==> config.mk <==
export PLATFORM = sky130hd
export DESIGN_NAME = grey_digit_sequencer
export DESIGN_NICKNAME = d
export VERILOG_FILES = /design/src/rtl/grey_seq_pkg.sv /design/src/rtl/grey_decode.sv /design/src/rtl/grey_digit_sequencer.sv
export SDC_FILE = /design/constraint.sdc
export NUM_CORES = 1
export LEC_CHECK = 0
export ABC_CLOCK_PERIOD_IN_PS = 4810
export BUFFER_PORTS_ARGS = -buffer_cell sky130_fd_sc_hd__buf_2
export CAP_MARGIN = 40
export CORE_MARGIN = 2
export CORE_UTILIZATION = 50
export DETAILED_ROUTE_END_ITERATION = 7
export PLACE_DENSITY = 0.69
export SYNTH_ARGS = -nofsm -noshare
export SYNTH_HDL_FRONTEND = slang
export SYNTH_SLANG_ARGS = --single-unit
==> constraint.sdc <==
create_clock -name i_clk -period 4.81 [get_ports i_clk]
set_input_delay 0.7215 -clock i_clk [delete_from_list [all_inputs] [get_ports i_clk]]
set_output_delay 0.7215 -clock i_clk [all_outputs]
set_load 0.05 [all_outputs]
==> src/rtl/grey_seq_pkg.sv <==
// Shared types and constants for the Gray-coded three-digit display sequencer:
// state encoding, seven-segment table and the segment lookup helper.
package grey_seq_pkg;

  typedef enum logic [2:0] {
    IDLE     = 3'd0,
    SHOW_100 = 3'd1,
    GAP_100  = 3'd2,
    SHOW_010 = 3'd3,
    GAP_010  = 3'd4,
    SHOW_001 = 3'd5,
    GAP_001  = 3'd6
  } seq_state_t;

  localparam logic [7:0] SEG_BLANK = 8'h00;
  localparam logic [7:0] SEG_E     = 8'h79;
  localparam int         DP_BIT    = 7;

  // Entries 10..15 are padded with the E pattern so a 4-bit index is always in range
  localparam logic [15:0][7:0] SEG_TABLE = {
    SEG_E, SEG_E, SEG_E, SEG_E, SEG_E, SEG_E,
    8'h6F, 8'h7F, 8'h07, 8'h7D, 8'h6D, 8'h66, 8'h4F, 8'h5B, 8'h06, 8'h3F
  };

  function automatic logic [7:0] digit_seg(input logic [4:0] bin);
    if (bin[4]) begin
      return SEG_E;
    end else begin
      return SEG_TABLE[bin[3:0]];
    end
  endfunction

  function automatic int max_int(input int a, input int b);
    if (a > b) begin
      return a;
    end else begin
      return b;
    end
  endfunction

endpackage

==> src/rtl/grey_decode.sv <==
// Gray-to-binary conversion of one 5-bit digit, flagging values above 9 as invalid.
module grey_decode
(
  input  logic [4:0] i_gray,
  output logic [4:0] o_bin,
  output logic       o_valid
);

  assign o_bin[4] = i_gray[4];
  assign o_bin[3] = ^i_gray[4:3];
  assign o_bin[2] = ^i_gray[4:2];
  assign o_bin[1] = ^i_gray[4:1];
  assign o_bin[0] = ^i_gray[4:0];
  assign o_valid  = (o_bin < 5'd10);

endmodule

==> src/rtl/grey_digit_sequencer.sv <==
// Shows three latched Gray-coded digits in turn on a seven-segment output with blank gaps.
// Optional leading-zero blanking is enabled by defining GREY_SEQ_LZB_EN.
module grey_digit_sequencer
  import grey_seq_pkg::*;
#(
  parameter int pDWELL = 1000,
  parameter int pGAP   = 250
)
(
  input  logic       i_clk,
  input  logic       i_rst,
  input  logic       i_load,
  input  logic [4:0] i_100,
  input  logic [4:0] i_010,
  input  logic [4:0] i_001,
  output logic [7:0] o_seg,
  output logic       o_busy,
  output logic       o_err
);

  localparam int                CNT_W    = $clog2(max_int(pDWELL, pGAP) + 1);
  localparam logic [CNT_W-1:0]  CNT_ZERO = {CNT_W{1'b0}};
  localparam logic [CNT_W-1:0]  CNT_ONE  = CNT_W'(1);
  localparam logic [CNT_W-1:0]  DWELL_LD = CNT_W'(pDWELL - 1);
  localparam logic [CNT_W-1:0]  GAP_LD   = CNT_W'(pGAP - 1);
  localparam logic [7:0]        DP_MASK  = 8'd1 << DP_BIT;

  seq_state_t       state_r, state_nx_s;
  logic [CNT_W-1:0] cnt_r, cnt_nx_s;
  logic [7:0]       seg_100_r, seg_010_r, seg_001_r;
  logic [7:0]       pat_100_s, pat_010_s, pat_001_s;
  logic [7:0]       seg_nx_s;
  logic             load_acc_s;
  logic [4:0]       bin_100_s, bin_010_s, bin_001_s;
  logic             valid_100_s, valid_010_s, valid_001_s;

  grey_decode u_dec_100 (.i_gray(i_100), .o_bin(bin_100_s), .o_valid(valid_100_s));
  grey_decode u_dec_010 (.i_gray(i_010), .o_bin(bin_010_s), .o_valid(valid_010_s));
  grey_decode u_dec_001 (.i_gray(i_001), .o_bin(bin_001_s), .o_valid(valid_001_s));

  // Segment patterns for the live digit inputs, captured on an accepted load
  always_comb begin
    pat_001_s = digit_seg(bin_001_s);
`ifdef GREY_SEQ_LZB_EN
    if (bin_100_s == 5'd0) begin
      pat_100_s = SEG_BLANK;
      if (bin_010_s == 5'd0) begin
        pat_010_s = SEG_BLANK;
      end else begin
        pat_010_s = digit_seg(bin_010_s);
      end
    end else begin
      pat_100_s = digit_seg(bin_100_s);
      pat_010_s = digit_seg(bin_010_s);
    end
`else
    pat_100_s = digit_seg(bin_100_s);
    pat_010_s = digit_seg(bin_010_s);
`endif
  end

  // Next state, dwell counter and next output pattern
  always_comb begin
    state_nx_s = state_r;
    cnt_nx_s   = cnt_r;
    load_acc_s = 1'b0;
    seg_nx_s   = SEG_BLANK;
    case (state_r)
      IDLE: begin
        if (i_load) begin
          state_nx_s = SHOW_100;
          cnt_nx_s   = DWELL_LD;
          load_acc_s = 1'b1;
        end else begin
          cnt_nx_s   = CNT_ZERO;
        end
      end
      SHOW_100, SHOW_010, SHOW_001, GAP_100, GAP_010, GAP_001: begin
        if (cnt_r != CNT_ZERO) begin
          cnt_nx_s = cnt_r - CNT_ONE;
        end else if (state_r == GAP_001) begin
          state_nx_s = IDLE;
          cnt_nx_s   = CNT_ZERO;
        end else begin
          state_nx_s = seq_state_t'(state_r + 3'd1);
          if (state_r == GAP_100 || state_r == GAP_010) begin
            cnt_nx_s = DWELL_LD;
          end else begin
            cnt_nx_s = GAP_LD;
          end
        end
      end
      default: begin
        state_nx_s = IDLE;
        cnt_nx_s   = CNT_ZERO;
      end
    endcase

    // Outputs are registered from the next state so the first digit appears on the accepting edge
    case (state_nx_s)
      SHOW_100: begin
        if (load_acc_s) begin
          seg_nx_s = pat_100_s | DP_MASK;
        end else begin
          seg_nx_s = seg_100_r | DP_MASK;
        end
      end
      SHOW_010: seg_nx_s = seg_010_r;
      SHOW_001: seg_nx_s = seg_001_r;
      default:  seg_nx_s = SEG_BLANK;
    endcase
  end

  // State, counter, latched digits and registered outputs
  always_ff @(posedge i_clk or posedge i_rst) begin
    if (i_rst) begin
      state_r   <= IDLE;
      cnt_r     <= CNT_ZERO;
      seg_100_r <= SEG_BLANK;
      seg_010_r <= SEG_BLANK;
      seg_001_r <= SEG_BLANK;
      o_seg     <= SEG_BLANK;
      o_busy    <= 1'b0;
      o_err     <= 1'b0;
    end else begin
      state_r <= state_nx_s;
      cnt_r   <= cnt_nx_s;
      o_seg   <= seg_nx_s;
      o_busy  <= (state_nx_s != IDLE);
      if (load_acc_s) begin
        seg_100_r <= pat_100_s;
        seg_010_r <= pat_010_s;
        seg_001_r <= pat_001_s;
        o_err     <= ~(valid_100_s & valid_010_s & valid_001_s);
      end
    end
  end

endmodule
Word level (Yosys, flattened, before mapping)
Memory sizes are Yosys's and may differ from the RTL's.
Index checks and enable logic that the tools add are counted.

storage, ports and cells
  memories kept = 3
  logic and storage cells = 67
  flip-flop bits (word level) = 46
  bits of input ports = 18
  output and inout bits = 10
  ROM bits = 384

cells by class
  muxes and demuxes = 19
  equal/unequal tests = 9
  $add $sub $neg = 2
  bitwise logic cells = 3
  reduce and logical (&&, ||, !) cells = 17
  order comparisons = 6

memories
  name             depth  width  rd ports  clocked after Yosys merged registers in  wr ports  RTL line            source
  (no name shown)  16     8      1         0                                        0         grey_seq_pkg.sv:29  return SEG_TABLE[bin[3:0]];
  (no name shown)  16     8      1         0                                        0         grey_seq_pkg.sv:29
  (no name shown)  16     8      1         0                                        0         grey_seq_pkg.sv:29

operator list
  kind                   number
  $mux 10                4
  $mux 8                 4
  $pmux 8 s3             1
  $mux 7                 3
  $pmux 10 s2            1
  $lt 4x5->1 const B     3
  $lt 5x4->1 const B     3
  $reduce_xor 5->1       3
  $eq 3x3->1 const B     4
  $reduce_xor 4->1       3
  $reduce_bool 10->1     1
  $sub 10x1->10 const B  1
  $eq 3x2->1 const B     3
  $mux 3                 3
  $reduce_xor 3->1       3
  $eq 3x1->1 const B     2
  $pmux 3 s2             1
  $reduce_or 6->1        1
  $reduce_xor 2->1       3
  $add 3x1->3 const B    1
  $logic_not 3->1        1
  $reduce_bool 3->1      1
  $and 1x1->1            2
  $mux 1                 2
  2 further kinds        2

Longest topological paths before layout
  depth after elaboration = 6
  mapped depth = 11
  mapped depth without buffers = 10

Hierarchy
Synthesis repeated with hierarchy kept, for this count alone.

unflattened totals
  cell total of the unflattened synthesis = 341
  area, all modules = 2,972.9 µm²

by module, submodules not included
  module                sequential area each (µm²)  cells each  area each (µm²)  instances
  grey_digit_sequencer  1,101.1                     302         2,680.1          1
  grey_decode           0.0                         13          97.6             3

Worst setup path after synthesis
Ideal clock, no wire load.

  path kind = input -> register
  start = in i_100[2]
  end = reg o_seg[0]
  library setup time = 0.078 ns
  cell stages on the path = 10
  arrival = 2.651 ns
  path buffers = 1
  setup slack = 2.081 ns
  required time = 4.732 ns
  cell sequence = clkbuf_1 xor2_1 xnor2_1 xnor2_1 inv_1 ha_1 mux2_2 a211oi_1 o21ai_0 a21oi_1

between the ends
  cells in the longest elaborated chain, start to end = 6
  elaborated cells between the ends (all ways) = 8
  those cells by class = mux (4); reduce/logical (3); memory (1)

RTL lines
  item                                      RTL line                     source
  start, declared                           grey_digit_sequencer.sv:13   input logic [4:0] i_100,
  $reduce_xor 5->1 (tied with other cells)  grey_decode.sv:13            assign o_bin[0] = ^i_gray[4:0];
  $mem_v2 16x8 (*)                          -
  $mux 7 (implied by the code) (*)          grey_seq_pkg.sv:29
  $mux 7 (*)                                grey_seq_pkg.sv:26           if (bin[4]) begin
  $mux 7 (*)                                grey_digit_sequencer.sv:102  if (load_acc_s) begin
  $pmux 8 s3 (*)                            grey_digit_sequencer.sv:100  case (state_nx_s)
  via seg_nx_s[0]                           grey_digit_sequencer.sv:32   logic [7:0] seg_nx_s;
  end signal, assigned                      grey_digit_sequencer.sv:128  o_seg <= seg_nx_s;
  end, declared                             grey_digit_sequencer.sv:16   output logic [7:0] o_seg,

Mark *: on every way through the listed nets, which the timed path passes. The rest lies on a longest branch. The select of a mux whose other input is x is not followed.
A chain may end at the register's enable or synchronous reset.

Worst setup path in the final report
  start = in i_100[4]
  end = reg o_seg[3]

between the ends
  cells in the longest elaborated chain, start to end = 6
  elaborated cells between the ends (all ways) = 9
  those cells by class = mux (4); reduce/logical (4); memory (1)

RTL lines
  item                                      RTL line
  $reduce_xor 5->1 (tied with other cells)  grey_decode.sv:13
  $mem_v2 16x8                              -
  $mux 7 (implied by the code)              grey_seq_pkg.sv:29
  $mux 7 (*)                                grey_seq_pkg.sv:26
  $mux 7 (*)                                grey_digit_sequencer.sv:102
  $pmux 8 s3 (*)                            grey_digit_sequencer.sv:100
  via seg_nx_s[3]                           grey_digit_sequencer.sv:32

Marked as above.

==> flow_summary_export.csv <==
group,metric,value,unit
status,status,"completed",
floorplanning,die_w,82.33,um
critical_path,critPathLaunchType,"input pin",
power_and_ir_drop,pwr-share-seq,0.406,
clock_tree,insertion_delay,300,ps
synth,syn_area,3068,um2
routing,drt_iter0_markers,203,
timing,worst_hold_slack,469.1,ps
synth,ys_types,51,
power_and_ir_drop,irDropWorstVdd,0.0002164,V
clock_tree,cts_buffer_depth,2,
clock_tree,clkTransAtPathRegs,80,ps
critical_path,endpoint_kind,"flop",
job,maxCapViolCount,0,
clock_tree,cts.sinks,44,
layout,final_area,3321,um2
power_and_ir_drop,netSwitchingFraction,0.4134,
timing,tightest_slew,828.8,ps
global_route,grt_pass1_vias,2305,
routing,drt_wl_total,6.507,mm
synth,yosysSeqAreaShare,0.3589,
synth,async_flop_share,1.000,
clock_tree,clockRootBuffer,"clkbuf_8",
synth,ys.flop_type,"dfrtp_1",
critical_path,timing.rr.start,"state_r[0]",
power_and_ir_drop,finalPower,1535,uW
critical_path,cp-startpoint,"i_100[4]",
timing,relSlewSlack,0.4475,
floorplanning,start_util,0.5182,
critical_path,path_class,"in -> reg",
power_and_ir_drop,power.leakage,0.001443,uW
layout,drive_gt1_frac,0.1267,
placed_design,numPortBuffers,27,
floorplanning,row_count,28,
layout,syn_to_final_growth,8.238,%
floorplanning,die_area,6778,um2
synth,ys.warnings.count,0,
synth,syn_area_per_cell,8.667,um2
timing,finClkSkew,5.979,ps
floorplanning,ios,28,
clock_tree,cts_buffers,5,
floorplanning,die_height,82.33,um
synth,ys_ff_latch,44,
placed_design,gp_congestion,0.8494,
placed_design,dpl_cell_area,3231,um2
power_and_ir_drop,internal_power,900.2,uW
synth,synth_nets,395,
critical_path,worst_ep_required_time,4960,ps
synth,synth_edf_count,0,
floorplanning,core_area,5921,um2
timing,finalCriticalPeriod,2683,ps
clock_tree,hold_buffers,0,
routing,vias,2581,
critical_path,crit_path_max_fanout,6,
clock_tree,cts_tree,"done",
timing,slew_violations,0,
timing,rsz0062_at_grt,"no",
global_route,globalRouteOverflowTotal,0,
min_path,hold_start,"seg_100_r[1]",
global_route,grt_pass1_wl,10.76,mm
timing,finalSetupTns,0,ps
routing,first_pass_iters,4,
routing,drc_errors,0,
layout,fillers,543,
global_route,antenna_found_initial,0,
global_route,grt_max_degree,45,
timing,fmax,372.8,MHz
placed_design,dp_hpwl,4.844,mm
timing,finalSetupViolCount,0,
power_and_ir_drop,switching_power,634.4,uW
clock_tree,cts_resized,0,
layout,fin_util,0.5609,
routing,routed_via_density,5.787,
timing,hold_viol_final,0,
clock_tree,post_cts_buffers,0,
power_and_ir_drop,clkPwrFrac,0.154,
min_path,hold_path_class,"reg -> reg",
layout,nets,411,
routing,wl_per_cell,14.59,um
power_and_ir_drop,p_comb_frac,0.440,
routing,postRouteAntennaNets,0,
global_route,grt_use_total,0.2070,
clock_tree,htree_levels,2,
timing,finalCritPeriodShare,0.5577,
power_and_ir_drop,powerDensity,462.1,nW/um2
layout,diodes,0,
synth,syn_inst,354,
critical_path,arrival,2830,ps
[stage by stage]
stage          setup WS [ps]  std cells
6_report                2127        446
5_1_grt                 1948        446
4_1_cts                 2155        446
3_5_place_dp            1855        438
2_1_floorplan           2081        354
3_3_place_gp            1946        437
[power groups by stage]
| stage | logic [uW] | registers [uW] | clock network (uW) |
|---|---|---|---|
| global route | 762 | 643 | 253 |
| CTS | 677 | 623 | 240 |
| detailed placement | 672 | 631 | 0 |
| finish | 676 | 623 | 236 |
| floorplan | 456 | 690 | 0 |
| global placement | 655 | 625 | 0 |
[worst max-delay path, cell delays in order]
cell      delay, ps
buf_2           150
inv_1            90
ha_1            380
xnor2_1         370
inv_1           150
ha_1            290
mux2i_1         180
a21oi_1         120
a221oi_1        310
a21oi_1          70
[cells by family (layout without fill, tap and decap cells)]
kind of cell               after synthesis  after routing  share of synthesized area
muxes                                    6              6                    0.02039
xor gates and xnor gates                24             24                    0.06851
AOI/OAI and AO/OA                       97             97                     0.2072
buffers and inverters                   43             60                    0.05791
adders and majority gates               23             23                    0.09380
DFF                                     44             44                     0.3589
and+or+nand+nor                        117            117                     0.1933
[registers in the layout, indices dropped and copies added (netlist names)]
| name | count |
|---|---|
| cnt_r | 10 |
| state_r | 3 |
| o_busy | 1 |
| o_err | 1 |
| seg_100_r | 7 |
| seg_001_r | 7 |
| o_seg | 8 |
| seg_010_r | 7 |
[routing by layer]
metal,GRT usage,vias to the layer above,wire (um)
met1,0.2843,1228,3188
li1,-,1293,-
met3,0.03261,5,210
met2,0.3363,55,3027
met4,0.06167,0,81
met5,0,-,0
[Yosys cell counts (2+ instances only)]
library cell / number / share of area
and2_1: 2 / 0.0041
o21a_1: 3 / 0.0073
clkbuf_1: 18 / 0.022
a221oi_1: 5 / 0.014
nand2b_1: 4 / 0.0082
buf_6: 2 / 0.0073
dfrtp_1: 44 / 0.36
nand3_1: 12 / 0.020
or4_1: 2 / 0.0049
xnor2_1: 16 / 0.046
ha_1: 23 / 0.094
nand2_1: 28 / 0.034
or2_2: 3 / 0.0061
o31a_1: 2 / 0.0057
a22o_1: 6 / 0.017
nor2b_1: 2 / 0.0041
nor2_1: 33 / 0.040
nor3b_1: 3 / 0.0073
nor4_1: 3 / 0.0061
nor3_1: 13 / 0.021
o22ai_1: 2 / 0.0041
mux2i_1: 4 / 0.013
nand3b_1: 3 / 0.0073
inv_1: 21 / 0.026
a31oi_1: 5 / 0.010
xor2_1: 8 / 0.023
o22a_1: 6 / 0.017
a21oi_1: 27 / 0.044
a211oi_1: 7 / 0.017
a22oi_1: 4 / 0.0098
mux2_2: 2 / 0.0073
o21ai_0: 21 / 0.034
and3_1: 2 / 0.0041
[worst paths after layout]
check | cells past startpoint | slack [ps] | to
min | 2 | 470 | seg_100_r[1]
max | 10 | 2130 | o_seg[3]
max reg2reg | 5 | 2270 | o_seg[6]
max in group asynchronous | 3 | 3910 | o_seg[1]
min reg2reg | 2 | 470 | seg_100_r[1]
min in group asynchronous | 3 | 540 | cnt_r[1]
[cell usage in the layout, fill, tap and decap left out, types with 5 or more instances in the layout]
cell and count:
a21oi_1 27, xor2_1 8, a31oi_1 5, ha_1 23, clkbuf_8 6, buf_2 27, dfrtp_1 44, a211oi_1 7
nand3_1 12, xnor2_1 16, o22a_1 6, o21ai_0 21, a22o_1 6, nand2_1 28, inv_1 20, nor3_1 13
nor2_1 33, a221oi_1 5
[final cells by class]
type	count	area, um2	share of cell area
Multi-Input combinational cell	267	1795	0.5407
Sequential cell	44	1101	0.3316
Timing Repair Buffer	30	157.7	0.04748
Tap cell	75	93.84	0.02826
Clock buffer	8	90.09	0.02713
Inverter	22	82.58	0.02487
(Power assumes the default switching activity.)
